--- config.mk ---
export PLATFORM = sky130hd
export DESIGN_NAME = layer_pool2d_stream
export DESIGN_NICKNAME = d
export VERILOG_FILES = /design/src/rtl/layer_pool2d_stream.sv
export SDC_FILE = /design/constraint.sdc
export NUM_CORES = 2
export LEC_CHECK = 0
export ABC_AREA = 1
export BUFFER_PORTS_ARGS = -buffer_cell sky130_fd_sc_hd__buf_2
export CORE_ASPECT_RATIO = 0.5
export CORE_MARGIN = 1
export CORE_UTILIZATION = 35
export CTS_CLUSTER_SIZE = 25
export DETAILED_ROUTE_END_ITERATION = 10
export PLACE_DENSITY = 0.62
export REMOVE_ABC_BUFFERS = 1
export SYNTH_ARGS = -nofsm -noshare
export SYNTH_HDL_FRONTEND = slang
export SYNTH_HIERARCHICAL = 1
export SYNTH_SLANG_ARGS = --single-unit
--- constraint.sdc ---
create_clock -name clock -period 6.76 [get_ports clock]
set_clock_uncertainty 0.05 [all_clocks]
set_input_delay 0.676 -clock clock [delete_from_list [all_inputs] [get_ports clock]]
set_output_delay 0.676 -clock clock [all_outputs]
set_load 0.02 [all_outputs]
--- src/rtl/layer_pool2d_stream.sv ---
// Streaming 2D pooling layer: one window element per beat for all channels, MAX or AVG
// reduction over KSIZE beats, registered result with valid/ready on both sides.
`ifndef BIT_DATA
`define BIT_DATA 8
`endif

module pool_lane #(
  parameter int DATA_W = 8,
  parameter int SH     = 2
) (
  input  logic              clock,
  input  logic              reset,
  input  logic              i_fire,
  input  logic              i_first,
  input  logic              i_last,
  input  logic              i_mode,
  input  logic [DATA_W-1:0] i_x,
  output logic [DATA_W-1:0] o_y
);
  localparam int AW = DATA_W + SH;

  logic signed [AW-1:0] r_acc, w_xe, w_red;
  logic [DATA_W-1:0]    r_y, w_avg, w_max;

  assign w_xe = {{SH{i_x[DATA_W-1]}}, i_x};

  // First beat seeds the accumulator; later beats fold x in with the latched mode.
  always_comb begin
    w_red = w_xe;
    if (!i_first) begin
      if (i_mode)              w_red = r_acc + w_xe;
      else if (w_xe > r_acc)   w_red = w_xe;
      else                     w_red = r_acc;
    end
  end

  assign w_avg = DATA_W'(w_red >>> SH);
  assign w_max = DATA_W'(w_red);

  always_ff @(posedge clock) begin
    if (reset) begin
      r_acc <= '0;
      r_y   <= '0;
    end else begin
      if (i_fire) r_acc <= w_red;
      if (i_last) r_y   <= i_mode ? w_avg : w_max;
    end
  end

  assign o_y = r_y;
endmodule

module layer_pool2d_stream #(
  parameter int FILTER_IN = 32,
  parameter int KSIZE     = 4,
  parameter int DATA_W    = `BIT_DATA
) (
  input  logic                        clock,
  input  logic                        reset,
  input  logic                        mode,
  input  logic                        abort,
  input  logic                        in_valid,
  output logic                        in_ready,
  input  logic [FILTER_IN*DATA_W-1:0] x,
  output logic                        out_valid,
  input  logic                        out_ready,
  output logic [FILTER_IN*DATA_W-1:0] y
);
  localparam int SH = $clog2(KSIZE);
  localparam int CW = SH;

  logic [CW-1:0] r_cnt;
  logic          r_mode, r_out_valid;
  logic          w_cnt_last, w_fire, w_first, w_last;

  assign w_cnt_last = (r_cnt == CW'(KSIZE-1));
  // Only the completing beat waits on the consumer; earlier beats only touch acc.
  assign in_ready   = !abort && !(w_cnt_last && r_out_valid && !out_ready);
  assign w_fire     = in_valid && in_ready;
  assign w_first    = w_fire && (r_cnt == '0);
  assign w_last     = w_fire && w_cnt_last;

  always_ff @(posedge clock) begin
    if (reset) begin
      r_cnt       <= '0;
      r_mode      <= 1'b0;
      r_out_valid <= 1'b0;
    end else begin
      if (abort)       r_cnt <= '0;
      else if (w_fire) r_cnt <= w_cnt_last ? '0 : r_cnt + 1'b1;
      if (w_first) r_mode <= mode;
      if (w_last)         r_out_valid <= 1'b1;
      else if (out_ready) r_out_valid <= 1'b0;
    end
  end

  assign out_valid = r_out_valid;

  for (genvar g = 0; g < FILTER_IN; g++) begin : g_lane
    pool_lane #(.DATA_W(DATA_W), .SH(SH)) u_lane (
      .clock   (clock),
      .reset   (reset),
      .i_fire  (w_fire),
      .i_first (w_first),
      .i_last  (w_last),
      .i_mode  (r_mode),
      .i_x     (x[DATA_W*g +: DATA_W]),
      .o_y     (y[DATA_W*g +: DATA_W])
    );
  end
endmodule

== After elaboration in Yosys (flattened, before gate mapping) ==
Cells that the tools add are included.

* Order comparisons: 32
* Equal/unequal tests: 1
* $add $sub $neg: 33
* Muxes and demuxes: 131
* Reductions and logical operators: 12

{| class="wikitable"
|+ Operator list
! cell !! number
|-
| 10-bit two-way mux || 96
|-
| 10-bit by 8-bit adder with 10-bit output || 32
|-
| 8-bit by 10-bit greater-than comparator with 1-bit output || 32
|-
| 8-bit two-way mux || 32
|-
| 1-bit logical AND || 6
|-
| 1-bit logical NOT || 3
|-
| 2-bit by 1-bit adder with 2-bit output, second input constant || 1
|-
| 2-bit equality test, second input constant || 1
|-
| 2-bit logical NOT || 1
|-
| 1-bit two-way mux || 2
|-
| 2-bit two-way mux || 1
|-
| 2-bit nonzero test || 1
|-
| 2-bit OR reduction || 1
|}

* Register bits: 580
* Logic and storage cells: 276
* Input bits: 262

== Longest topological paths before layout ==
* Word-level depth: 9
* Depth in mapped cells: 20

== Hierarchy ==
The synthesis kept the hierarchy.

{| class="wikitable"
|+ By module, submodules not included
! module !! area an instance (um^2) !! cells an instance !! times used
|-
| pool_lane (g_lane[13].u_lane ...) || 1,863.0 || 303 || 13
|-
| pool_lane (g_lane[0].u_lane ...) || 1,881.8 || 298 || 9
|-
| pool_lane (g_lane[30].u_lane ...) || 1,819.2 || 296 || 7
|-
| pool_lane (g_lane[16].u_lane) || 1,848.0 || 298 || 1
|-
| pool_lane (g_lane[6].u_lane) || 1,831.8 || 295 || 1
|-
| pool_lane (g_lane[9].u_lane) || 1,798.0 || 294 || 1
|-
| layer_pool2d_stream || 247.7 || 36 || 1
|}

== Worst setup path before layout ==
Ideal clock, no wire load.

* Path kind: in2reg
* From: input port out_ready
* To: register g_lane[0].u_lane.r_y[4]
* Stages on the path: 10
* Setup slack: 3,083 ps
* Arrival: 3,511 ps
* Data required time: 6,594 ps
* Path buffers: 0
* Path through: inv_1 > nand3_2 > nand4_1 > inv_1 > inv_1 > or2_2 > nand2_1 > nand2_1 > nand3_1 > a21oi_1

* Word-level cells in the longest chain between the ends: 8
* Elaborated cells on any way between the ends: 9

{| class="wikitable"
|+ RTL lines
! item !! RTL line !! text
|-
| from (decl) || 66 || <nowiki>input logic out_ready,</nowiki>
|-
| 1-bit logical NOT || 78 || <nowiki>assign in_ready = !abort && !(w_cnt_last && r_out_valid && !out_ready);</nowiki>
|-
| 1-bit logical AND || 78 ||
|-
| 1-bit logical NOT || 78 ||
|-
| 1-bit logical AND || 78 ||
|-
| 1-bit logical AND || 79 || <nowiki>assign w_fire = in_valid && in_ready;</nowiki>
|-
| 1-bit logical AND || 80 || <nowiki>assign w_first = w_fire && (r_cnt == '0);</nowiki>
|-
| net w_first || 74 || <nowiki>logic w_cnt_last, w_fire, w_first, w_last;</nowiki>
|-
| 10-bit two-way mux || 30 || <nowiki>if (!i_first) begin</nowiki>
|-
| 8-bit two-way mux || 46 || <nowiki>if (i_last) r_y <= i_mode ? w_avg : w_max;</nowiki>
|-
| to (signal assigned) || 46 ||
|-
| to (decl) || 23 || <nowiki>logic [DATA_W-1:0] r_y, w_avg, w_max;</nowiki>
|}

The timed path passes the listed nets, and every way through them passes these cells.
A chain may end at the register's enable or synchronous reset.

== Final worst setup path ==
* From: register r_cnt[0]
* To: register g_lane[13].u_lane.r_y[6]

* Elaborated cells on any way between the ends: 11

{| class="wikitable"
|+ RTL lines
! item !! RTL line !! text
|-
| from (decl) || 72 || <nowiki>logic [CW-1:0] r_cnt;</nowiki>
|-
| from (signal assigned) || 90 || <nowiki>else if (w_fire) r_cnt <= w_cnt_last ? '0 : r_cnt + 1'b1;</nowiki>
|-
| 2-bit equality test || 76 || <nowiki>assign w_cnt_last = (r_cnt == CW'(KSIZE-1));</nowiki>
|-
| 1-bit logical AND (2 in series) || 78 ||
|-
| 1-bit logical NOT || 78 ||
|-
| 1-bit logical AND || 78 ||
|-
| 1-bit logical AND || 79 ||
|-
| net w_fire || 74 ||
|-
| 1-bit logical AND || 81 || <nowiki>assign w_last = w_fire && w_cnt_last;</nowiki>
|-
| net w_last || 74 ||
|-
| to (signal assigned) || 46 ||
|-
| to (decl) || 23 ||
|}

The timed path passes the listed nets, and every way through them passes these cells.

==> results.tsv <==
stage	metric	value	unit
outcome	outcome	finished, final reports clean	
synth	Distinct cells, synth	39	
power	peak supply drop	171	µV
floorplanning	core area	0.168	mm²
synth	area leader, netlist	dfxtp_1	
placement	IO buf count	519	
power	Pwr Total	12600	µW
synth	post-synthesis sequential area ratio	0.195	
global_route	all-layer global routing usage	0.207	
floorplanning	Die Span X	586	µm
floorplanning	I/O pin count	520	
finish	Nets	10845	
hold_path	Hold Crit Class	input pin to flop	
critical_path	CP Launch Type	flop	
finish	Finished Cell Area	0.0663	mm²
power	PwrDens	189	mW/mm²
placement	gp weighted congestion	0.900	
global_route	initial antenna violation count	57	
global_route	pin count of the biggest net entering global routing	154	
floorplanning	DIE AREA	0.172	mm²
synth	Yosys top cell area share	0.195	
routing	Pre-Repair DR Iteration Count	8	
routing	Antenna Violating Nets Remaining	0	
clocking	H-tree depth	3	
placement	DP HPWL	138000	µm
timing	Slew HR	0.277	
clocking	clock sink count	580	
synth	#FFs+latches synth	580	
clocking	TritonCTS clock tree	done	
synth	Post-synth top cells	2574 x nand2_1, 1551 x inv_1, 1238 x nand3_1	
clocking	Post-CTS Setup Inserts	0	
synth	fraction of registers with async set or reset after synthesis	0	
timing	Worst-Margin Slew	1.08	ns
run	max-cap viol count	0	
placement	placed cells	12136	
clocking	Longest Clk Path Bufs	3	
timing	Final setup violation count	0	
placement	DP Area	0.0636	mm²
synth	count leader, synth	nand2_1	
floorplanning	DIE HEIGHT	294	µm
global_route	gr ovfl total	0	
finish	share of layout cells above drive strength 1	0.127	
timing	post-route minimum period	3.45	ns
routing	Vias/cell	5.00	
critical_path	crit path DAT	3.99	ns
synth	dominant synthesized flop cell	dfxtp_1	
synth	largest cells by area after synthesis	dfxtp_1 19%, nand2_1 16%, ha_1 13%	
finish	area delta synth->final	11.2	%
routing	DRC violations left	0	
synth	Ys Warns	6	
clocking	clock latency on the worst-skew pair	0.67	ns
timing	Final Max Tran Viols	0	
clocking	Num CTS Buffers	71	
global_route	vias in the first global route	56852	
critical_path	critical setup path kind	flop to flop	
global_route	global-route wire length before repair	295000	µm
routing	final wirelength	185000	µm
critical_path	crit path capture type	flop	
synth	number of synthesized flops with an enable pin	0	
floorplanning	Starting Density	0.354	
synth	Post-Synthesis Cells	9616	
routing	wire per inst	15.0	µm
critical_path	worst-path fanout max	130	
timing	Final Hold Viols	0	
clocking	Root Driver	clkbuf_16	
timing	Max Freq	0.290	GHz
routing	DRT iter0 DRCs	4014	
floorplanning	row cnt	106	
timing	worst hold slack	0.267	ns
power	leakage	0.0336	µW
finish	Finished Layout Cells	12295	
routing	Vias	61512	
timing	post-route clock period utilization	0.510	
timing	RSZ-0062 raised after global routing	no	
clocking	clock-pin slew on the worst setup and hold paths	0.06	ns
critical_path	Worst EP required	7.30	ns
clocking	hold_buf cts	0	
finish	layout filler cell count	18260	
clocking	# resized after CTS	0	
synth	average size of a mapped cell	6.20	µm²
synth	Netlist Area Pre-Place	0.0596	mm²
[area by class of cell]
type                    count  area [µm²]  share of cell area
multi-input cells        7126       40100               0.605
flip-flops and latches    580       11600               0.175
clock inverters            38         566             0.00853
clock buffers              91        2050              0.0309
well taps                2268        2840              0.0428
repair buffers            553        3000              0.0453
inverters                1609        6060              0.0915
diodes                     30        75.1             0.00113
[final timing paths]
path	startpoint	to	slack (ns)	cells after the start
max reg2reg	r_cnt[0]	g_lane[13].u_lane/o_y[6]	3.31	11
min	abort	r_cnt[0]	0.27	4
min reg2reg	g_lane[15].u_lane/o_y[7]	g_lane[15].u_lane/o_y[7]	0.41	2
max	r_cnt[0]	g_lane[13].u_lane/o_y[6]	3.31	11
[state kept, by name, summed over array words and instances, names as in the netlist]
register / count
g_lane.u_lane/o_y: 256
g_lane.u_lane/r_acc: 320
out_valid: 1
r_cnt: 2
r_mode: 1
[kinds of logic after synthesis]
logic type / count (synthesis) / share of synthesized area
AOI/OAI and AO/OA: 1611 / 0.152
DFF: 580 / 0.195
buffers and inverters: 1910 / 0.133
xor gates and xnor gates: 31 / 0.00455
and+or+nand+nor: 4842 / 0.377
adders and majority gates: 642 / 0.139
[power by group]
part	switching [µW]	internal, µW	leakage [µW]	total, µW
Clock	1750	2650	0.00126	4400
Sequential	140	3570	0.00473	3710
Combinational	3010	1440	0.0276	4450
Total	4900	7660	0.0336	12600
[per-layer routing]
layer  GRT usage  up-vias  part of all wire
met4      0.0872       16             0.039
met3      0.0228      342             0.039
met2       0.362     1232              0.48
met5           0        -           0.00050
met1       0.257    28005              0.44
li1            -    31917                 -
[worst max-delay path, cell delays in order (launching register included)]
cell and delay [ns]:
dfxtp_1 0.32, ha_1 0.25, nand3_2 0.12, nand3_4 0.12
inv_8 0.49, nand2_1 0.33, inv_8 0.54, buf_12 0.33
clkinv_1 0.30, a21oi_2 0.18, nand2_1 0.08, a21oi_2 0.12
[layout by cell type (no fill, tap or decap), drive strengths merged]
| master | n |
|---|---|
| clkinvlp | 8 |
| bufinv | 13 |
| o21ai | 554 |
| nor2 | 443 |
| clkinv | 67 |
| a211oi | 1 |
| or2 | 59 |
| diode | 30 |
| buf | 553 |
| nand3 | 1366 |
| nand2 | 2735 |
| o211ai | 180 |
| nand3b | 23 |
| nand4 | 144 |
| nor4 | 23 |
| dfxtp | 580 |
| fa | 32 |
| nor3 | 35 |
| a21oi | 820 |
| a31oi | 47 |
| inv | 1559 |
| nand2b | 14 |
| ha | 610 |
| clkbuf | 91 |
| xor2 | 31 |
| a31o | 9 |
[per-stage QoR]
stage	util	setup TNS, ns	setup WS [ns]
finish	0.394	0	3.31
global route	0.394	0	3.00
CTS	0.394	0	3.26
detailed placement	0.378	0	3.06
global placement	0.378	0	3.11
floorplan	-	-4068.18	-7.83
(Power assumes the default switching activity.)
